===== config.mk =====
export PLATFORM = sky130hd
export DESIGN_NAME = matmul_share_arbiter
export DESIGN_NICKNAME = d
export VERILOG_FILES = /design/src/rtl/matmul_share_arbiter.sv
export SDC_FILE = /design/constraint.sdc
export NUM_CORES = 1
export LEC_CHECK = 0
export CELL_PAD_IN_SITES_DETAIL_PLACEMENT = 2
export CELL_PAD_IN_SITES_GLOBAL_PLACEMENT = 2
export CORE_UTILIZATION = 22
export CTS_CLUSTER_DIAMETER = 150
export CTS_CLUSTER_SIZE = 40
export DETAILED_ROUTE_END_ITERATION = 12
export PLACE_DENSITY_LB_ADDON = 0.08
export SLEW_MARGIN = 20
export SYNTH_ARGS = -nofsm -noshare
export SYNTH_HDL_FRONTEND = slang
export SYNTH_SLANG_ARGS = --single-unit

===== constraint.sdc =====
create_clock -name clk -period 5.7 [get_ports clk]
set_input_delay 1.425 -clock clk [delete_from_list [all_inputs] [get_ports clk]]
set_output_delay 1.425 -clock clk [all_outputs]
set_load 0.05 [all_outputs]

===== src/rtl/matmul_share_arbiter.sv =====
// matmul_share_arbiter
//   Round-robin share of one sequential 2x2 matrix-multiply engine between
//   NUM_REQ requesters. A granted job's operands are latched, the engine is
//   walked through start -> done -> release, and the captured result is
//   returned on a valid/ready response channel tagged with the requester id.
//
// Ports
//   clk, rst_n           clock (rising edge), async active-low reset
//   req_valid/req_ready  per-requester handshake; req_ready is one-hot or zero
//   req_a/req_b          slice i = [32*i +: 32] = {x22,x21,x12,x11}, 8b each
//   mm_start/mm_done     level handshake to the engine
//   mm_a/mm_b/mm_c       latched operands out, 64b result {c22,c21,c12,c11} in
//   rsp_valid/rsp_ready  response handshake
//   rsp_id/rsp_c/rsp_err served requester, captured result, watchdog flag
//
// Optional feature macro: MATMUL_TIMEOUT_EN
//   Adds a TIMEOUT_CYCLES watchdog on the ISSUE state. When it fires, the
//   result is zeroed and rsp_err is raised. Without it rsp_err is tied 0.

module matmul_share_arbiter #(
  parameter int NUM_REQ        = 4,
  parameter int ID_W           = 2,
  parameter int TIMEOUT_CYCLES = 64
) (
  input  logic                 clk,
  input  logic                 rst_n,
  input  logic [NUM_REQ-1:0]   req_valid,
  output logic [NUM_REQ-1:0]   req_ready,
  input  logic [NUM_REQ*32-1:0] req_a,
  input  logic [NUM_REQ*32-1:0] req_b,
  output logic                 mm_start,
  output logic [31:0]          mm_a,
  output logic [31:0]          mm_b,
  input  logic [63:0]          mm_c,
  input  logic                 mm_done,
  output logic                 rsp_valid,
  input  logic                 rsp_ready,
  output logic [ID_W-1:0]      rsp_id,
  output logic [63:0]          rsp_c,
  output logic                 rsp_err
);

  if (NUM_REQ < 2 || NUM_REQ > 8 || (2**ID_W) < NUM_REQ || TIMEOUT_CYCLES < 1) begin : g_bad_param
    $error("matmul_share_arbiter: illegal parameter combination");
  end

  typedef enum logic [1:0] {IDLE, ISSUE, DRAIN, RESP} state_t;

  localparam logic [ID_W-1:0] LAST_ID = ID_W'(NUM_REQ - 1);

  state_t          state, state_nxt;
  logic [ID_W-1:0] rr_ptr;
  logic [ID_W-1:0] win_idx;
  logic            win_found;
  logic            grant;
  logic            tmo_hit;

  // Round-robin pick: the second pass (indices >= rr_ptr) overrides the
  // first (any index), so the wrap to index 0 only wins when nothing at or
  // above the pointer is requesting.
  always_comb begin
    win_found = 1'b0;
    win_idx   = '0;
    for (int i = NUM_REQ - 1; i >= 0; i--) begin
      if (req_valid[i]) begin
        win_found = 1'b1;
        win_idx   = ID_W'(i);
      end
    end
    for (int i = NUM_REQ - 1; i >= 0; i--) begin
      if (req_valid[i] && (i >= int'(rr_ptr))) begin
        win_found = 1'b1;
        win_idx   = ID_W'(i);
      end
    end
  end

  assign grant = (state == IDLE) && win_found;

  for (genvar i = 0; i < NUM_REQ; i++) begin : g_rdy
    assign req_ready[i] = (state == IDLE) && win_found &&
                          (win_idx == ID_W'(i)) && req_valid[i];
  end

  // State register
  always_ff @(posedge clk or negedge rst_n) begin
    if (!rst_n) state <= IDLE;
    else        state <= state_nxt;
  end

  // Next state. DRAIN waits for the engine to drop done so a new grant can
  // never see a stale done from the previous job.
  always_comb begin
    state_nxt = state;
    unique case (state)
      IDLE:    if (grant)               state_nxt = ISSUE;
      ISSUE:   if (mm_done || tmo_hit)  state_nxt = DRAIN;
      DRAIN:   if (!mm_done)            state_nxt = RESP;
      RESP:    if (rsp_ready)           state_nxt = IDLE;
      default:                          state_nxt = IDLE;
    endcase
  end

  // Datapath / registered outputs. mm_done in IDLE is deliberately ignored.
  always_ff @(posedge clk or negedge rst_n) begin
    if (!rst_n) begin
      rr_ptr    <= '0;
      mm_start  <= 1'b0;
      mm_a      <= '0;
      mm_b      <= '0;
      rsp_valid <= 1'b0;
      rsp_id    <= '0;
      rsp_c     <= '0;
    end else begin
      unique case (state)
        IDLE: if (grant) begin
          mm_a     <= req_a[32*win_idx +: 32];
          mm_b     <= req_b[32*win_idx +: 32];
          rsp_id   <= win_idx;
          rr_ptr   <= (win_idx == LAST_ID) ? '0 : win_idx + ID_W'(1);
          mm_start <= 1'b1;
        end
        ISSUE: if (mm_done) begin
          rsp_c    <= mm_c;
          mm_start <= 1'b0;
        end else if (tmo_hit) begin
          rsp_c    <= '0;
          mm_start <= 1'b0;
        end
        DRAIN: if (!mm_done) rsp_valid <= 1'b1;
        RESP:  if (rsp_ready) rsp_valid <= 1'b0;
        default: ;
      endcase
    end
  end

`ifdef MATMUL_TIMEOUT_EN
  localparam int TMO_W = $clog2(TIMEOUT_CYCLES + 1);

  logic [TMO_W-1:0] tmo_cnt;
  logic             err_q;

  // Fires on the TIMEOUT_CYCLES-th consecutive ISSUE cycle without done.
  assign tmo_hit = (state == ISSUE) && !mm_done &&
                   (tmo_cnt == TMO_W'(TIMEOUT_CYCLES - 1));

  always_ff @(posedge clk or negedge rst_n) begin
    if (!rst_n) begin
      tmo_cnt <= '0;
      err_q   <= 1'b0;
    end else begin
      if (state != ISSUE)      tmo_cnt <= '0;
      else if (!mm_done)       tmo_cnt <= tmo_cnt + TMO_W'(1);
      if (tmo_hit)                          err_q <= 1'b1;
      else if (state == RESP && rsp_ready)  err_q <= 1'b0;
    end
  end

  assign rsp_err = err_q;
`else
  assign tmo_hit = 1'b0;
  assign rsp_err = 1'b0;
`endif

endmodule

==> results.md <==
Job:
- The number of maximum-capacitance violations is 0.

Clocking:
- The number of setup buffers added after CTS is 0.
- The number of buffers added by the clock tree synthesis step is 17.
- The library cell used as clock root buffer is sky130_fd_sc_hd__clkbuf_16.
- After clock tree synthesis, the flow added hold-fix buffers numbering 0.
- No sink is reached through more buffers than the 2 on the longest clock path.
- The clock-pin slew on the worst setup and hold paths is ~0.060 ns.
- The tree built by TritonCTS fans out to around 140 sinks.
- The later pin in the worst-skew pair is clocked with a latency of about 0.43 ns.
- The clock tree from TritonCTS is done.
- The H-tree was split into 4 levels.
- In this run, post-CTS repair resized a total of 0 instances.

Die:
- The number of top-level design ports is 465.
- In this run the horizontal extent of the chip is 178.9 um.
- The initial core utilization is 0.2246.
- The core outline area is 30,670 um^2.
- After floorplanning, the core was divided into 64 placement rows.
- The floorplan die area is approximately 32,000 um^2.
- The die height is between 150 and 200 um.

Outcome:
- The flow ran to the end, and the final reports show no timing, DRC or antenna violations.

Global routing:
- The number of antenna violations at the first check in global routing is 0.
- The total overflow reported by the global router is 0.
- The first global-routing pass estimated 45,060 um of wire.
- The overall global routing resource usage is 0.1941.
- The number of global-route vias before repair is a little over 7,000.
- The largest net degree at the start of global routing is 70.

Detailed routing:
- The number of antenna-violating nets in the routed design is 0.
- Dividing the detail-routed wire length by the instance count gives 22.25 um.
- For this run, design rule violations remaining after detail routing come to 0.
- After detailed routing, the number of vias per cell comes to ~4.6.
- The detailed router finished its first iteration with roughly 200 violations.
- The post-detailed-routing wire length is between 30,000 and 40,000 um.
- Detailed routing inserted a total of 6,502 vias.
- For this run, the detailed router's first-pass iteration total came to 4.

Timing:
- The final period utilization is 0.9027.
- The count of endpoints failing hold in the final timing report was 0.
- The worst slew slack as a fraction of its limit is 0.3411.
- The total count of max-transition violations in the final report is 0.
- After routing, the total negative slack on setup checks comes to 0 ns.
- Derived from the worst setup path, the maximum achievable clock frequency is around 190 MHz.
- Setup violations remaining at the end of the flow were counted as 0.
- The time the worst path needs with I/O delays and setup is between 5 and 6 ns.
- At the pin with the least slew margin, the transition time is 0.9849 ns.
- Hold is met by between 0.4 and 0.5 ns.
- Setup repair after global routing left no endpoint under its margin.
- The clock skew after layout is a little over 0.01 ns.

Critical path:
- The sort of element at the end of the critical path is an output port.
- The critical path class is primary input to output port.
- The critical register-to-register path startpoint is rr_ptr[0]$_DFFE_PN0P_.
- The length in cells of the worst reg-to-reg path is 8.
- The end of the worst register-to-register path is mm_b[26]$_DFFE_PN0P_.
- In this run the worst path has a maximum fanout of 5.
- Data on the critical path is required at its endpoint by ~4.3 ns.
- The setup check on the worst reg-to-reg path leaves a slack of 2.55 ns.
- STA classifies the critical path startpoint as a primary input.
- Data arrives at the worst endpoint at approximately 3.7 ns.

Yosys:
- Synthesis instantiated 28 different standard cells from the library.
- In this run the cell area of the synthesized design comes to 6888 um^2.
- The largest total area in the synthesized netlist belongs to sky130_fd_sc_hd__dfrtp_1.
- Yosys instantiated no cell more often than sky130_fd_sc_hd__dfrtp_1.
- The Yosys warning count is 0.
- Averaged over all synthesized cells, the footprint is 12.32 um^2.
- Among all flip-flop cells after synthesis, the most frequent one is sky130_fd_sc_hd__dfrtp_1.
- In the synthesized netlist, the number of instances is between 500 and 600.
- Counting instances in the post-synthesis netlist gives the leading cell types as sky130_fd_sc_hd__dfrtp_1 (136), sky130_fd_sc_hd__mux2i_1 (128), sky130_fd_sc_hd__nand2_1 (78).
- Synthesis inferred ~140 register bits.
- The number of nets handed over by synthesis was approximately 890.
- For this run, the register share of the synthesized area comes to 0.4941.
- In the post-synthesis netlist, the biggest area contributors are sky130_fd_sc_hd__dfrtp_1 (49%), sky130_fd_sc_hd__mux2i_1 (19%), sky130_fd_sc_hd__mux2_2 (10%), sky130_fd_sc_hd__o221ai_1 (8.1%), sky130_fd_sc_hd__nand2_1 (4.3%).
- The area share of the leading cell type in the synthesized netlist is 0.4941.
- The number of enable flip-flop cells after synthesis is 0.
- The share of async-settable or async-resettable flops after synthesis is 1.000.

Finish:
- The final layout contains 1,343 nets.
- The area growth from synthesis to layout is 80.67%.
- The count of placed standard cells in the final layout, fillers left out is 1,418.
- Of the cells placed in the final design, the portion with a size suffix greater than 1 is 0.1145.
- The repair_antennas step left the layout with diodes totalling 0.

Power:
- The part of the total power dissipated in combinational logic is 0.612.
- The largest voltage drop on the vdd net is about 0.30 mV.
- The analysis attributes to net switching a power of around 3.6 mW.
- The sequential share of power is 0.229.
- Dividing total power by cell area gives a power density of between 600 and 700 nW/um^2.
- The analysis attributes to cell leakage a power of 5.314 nW.
- The share of total power dissipated in the clock network is 0.159.
- Summing internal, switching and leakage power gives between 7 and 8 mW.
- Cell internal power was estimated by the tool at about 3.9 mW.
- Of the total power, the share spent switching nets is 0.4842.

Worst hold path:
- The classification of the worst-slack hold path is flip-flop to flip-flop.
- The worst hold path begins at mm_a[7]$_DFFE_PN0P_.
- The number of cells on the worst hold path is 2.
- For hold timing, the worst endpoint is mm_a[7]$_DFFE_PN0P_.

Placed design:
- The total of buffers placed on input and output ports is 463.
- Counting tap cells, the placed design contains a total of 1,386 instances.
- Routability-driven placement finished with a final weighted congestion of slightly below 0.8.
- The total half-perimeter wirelength after legalization and detailed placement is between 20,000 and 25,000 um.
[metrics by stage]
step / setup WS, ns / util / area [um^2]
2_1_floorplan: 0.9026 / - / 6888
3_3_place_gp: 0.5763 / 0.3855 / 11820
3_5_place_dp: 0.5672 / 0.3855 / 11820
4_1_cts: 0.5635 / 0.4058 / 12440
5_1_grt: 0.4742 / 0.4058 / 12440
6_report: 0.5548 / 0.4058 / 12440
[power groups by stage]
stage / clock network (mW) / registers (mW) / logic [mW]
after floorplan: 0 / 3.34 / 1.40
after global placement: 0 / 1.72 / 4.64
after detailed placement: 0 / 1.74 / 4.67
after CTS: 1.23 / 1.73 / 4.69
after global routing: 1.27 / 1.79 / 4.86
final: 1.19 / 1.72 / 4.59
[worst max path at each step]
stage | start | endpoint
5_1_grt | req_valid[1] | req_ready[1]
4_1_cts | req_valid[1] | req_ready[1]
3_5_place_dp | req_valid[1] | req_ready[1]
2_1_floorplan | req_valid[2] | req_ready[3]
6_report | req_valid[1] | req_ready[1]
3_3_place_gp | req_valid[1] | req_ready[1]
[kinds of logic after synthesis]
| group | Yosys count | synth area share |
|---|---|---|
| AOI/OAI and AO/OA | 82 | 0.09700 |
| DFF | 136 | 0.4941 |
| and+or+nand+nor | 91 | 0.05377 |
| other | 1 | 0.0005444 |
| adders and majority gates | 6 | 0.01090 |
| muxes | 192 | 0.2906 |
| buffers and inverters | 51 | 0.05304 |
[registers in the layout, indices dropped and copies added, names as in the netlist]
register	cells
mm_b	32
state	2
mm_a	32
rr_ptr	2
rsp_c	64
rsp_valid	1
rsp_id	2
mm_start	1
[final cells by class]
type / count / area (um^2)
Fill cell: 3193 / 18230
Timing Repair Buffer: 473 / 4756
Sequential cell: 136 / 3403
Multi-Input combinational cell: 372 / 3129
Tap cell: 396 / 495.5
Clock buffer: 19 / 452.9
Clock inverter: 13 / 168.9
Inverter: 9 / 38.79
[cell usage in the layout (no fill, tap or decap), drive strengths merged, types with 2 or more instances in the layout]
cell type | netlist | layout
bufinv | 0 | 3
nor2 | 4 | 4
a21o | 2 | 2
nand2b | 4 | 4
buf | 23 | 13
and3 | 2 | 2
o21ai | 8 | 8
clkinvlp | 0 | 4
nor4 | 2 | 2
clkdlybuf4s50 | 0 | 460
mux2 | 64 | 64
inv | 9 | 12
ha | 6 | 6
clkbuf | 19 | 19
a21oi | 5 | 5
mux2i | 128 | 128
dfrtp | 136 | 136
clkinv | 0 | 3
o221ai | 64 | 64
nand2 | 78 | 78
[layer usage]
layer	share of wire	vias to the layer above	GRT usage	wire length [um]
met2	0.51	296	0.3452	16020
li1	-	2967	-	-
met1	0.36	3211	0.2037	11450
met5	0	-	0	0
met4	0.020	0	0.06321	633
met3	0.11	28	0.08397	3449
[critical path, cell delays in order]
cell and delay (ns):
sky130_fd_sc_hd__clkdlybuf4s50_1 0.56, sky130_fd_sc_hd__nand2b_1 0.14, sky130_fd_sc_hd__a21oi_1 0.08, sky130_fd_sc_hd__a211oi_2 0.46, sky130_fd_sc_hd__and3_2 0.27, sky130_fd_sc_hd__clkdlybuf4s50_1 0.79
No activity file was read; power rests on OpenSTA's default activity.
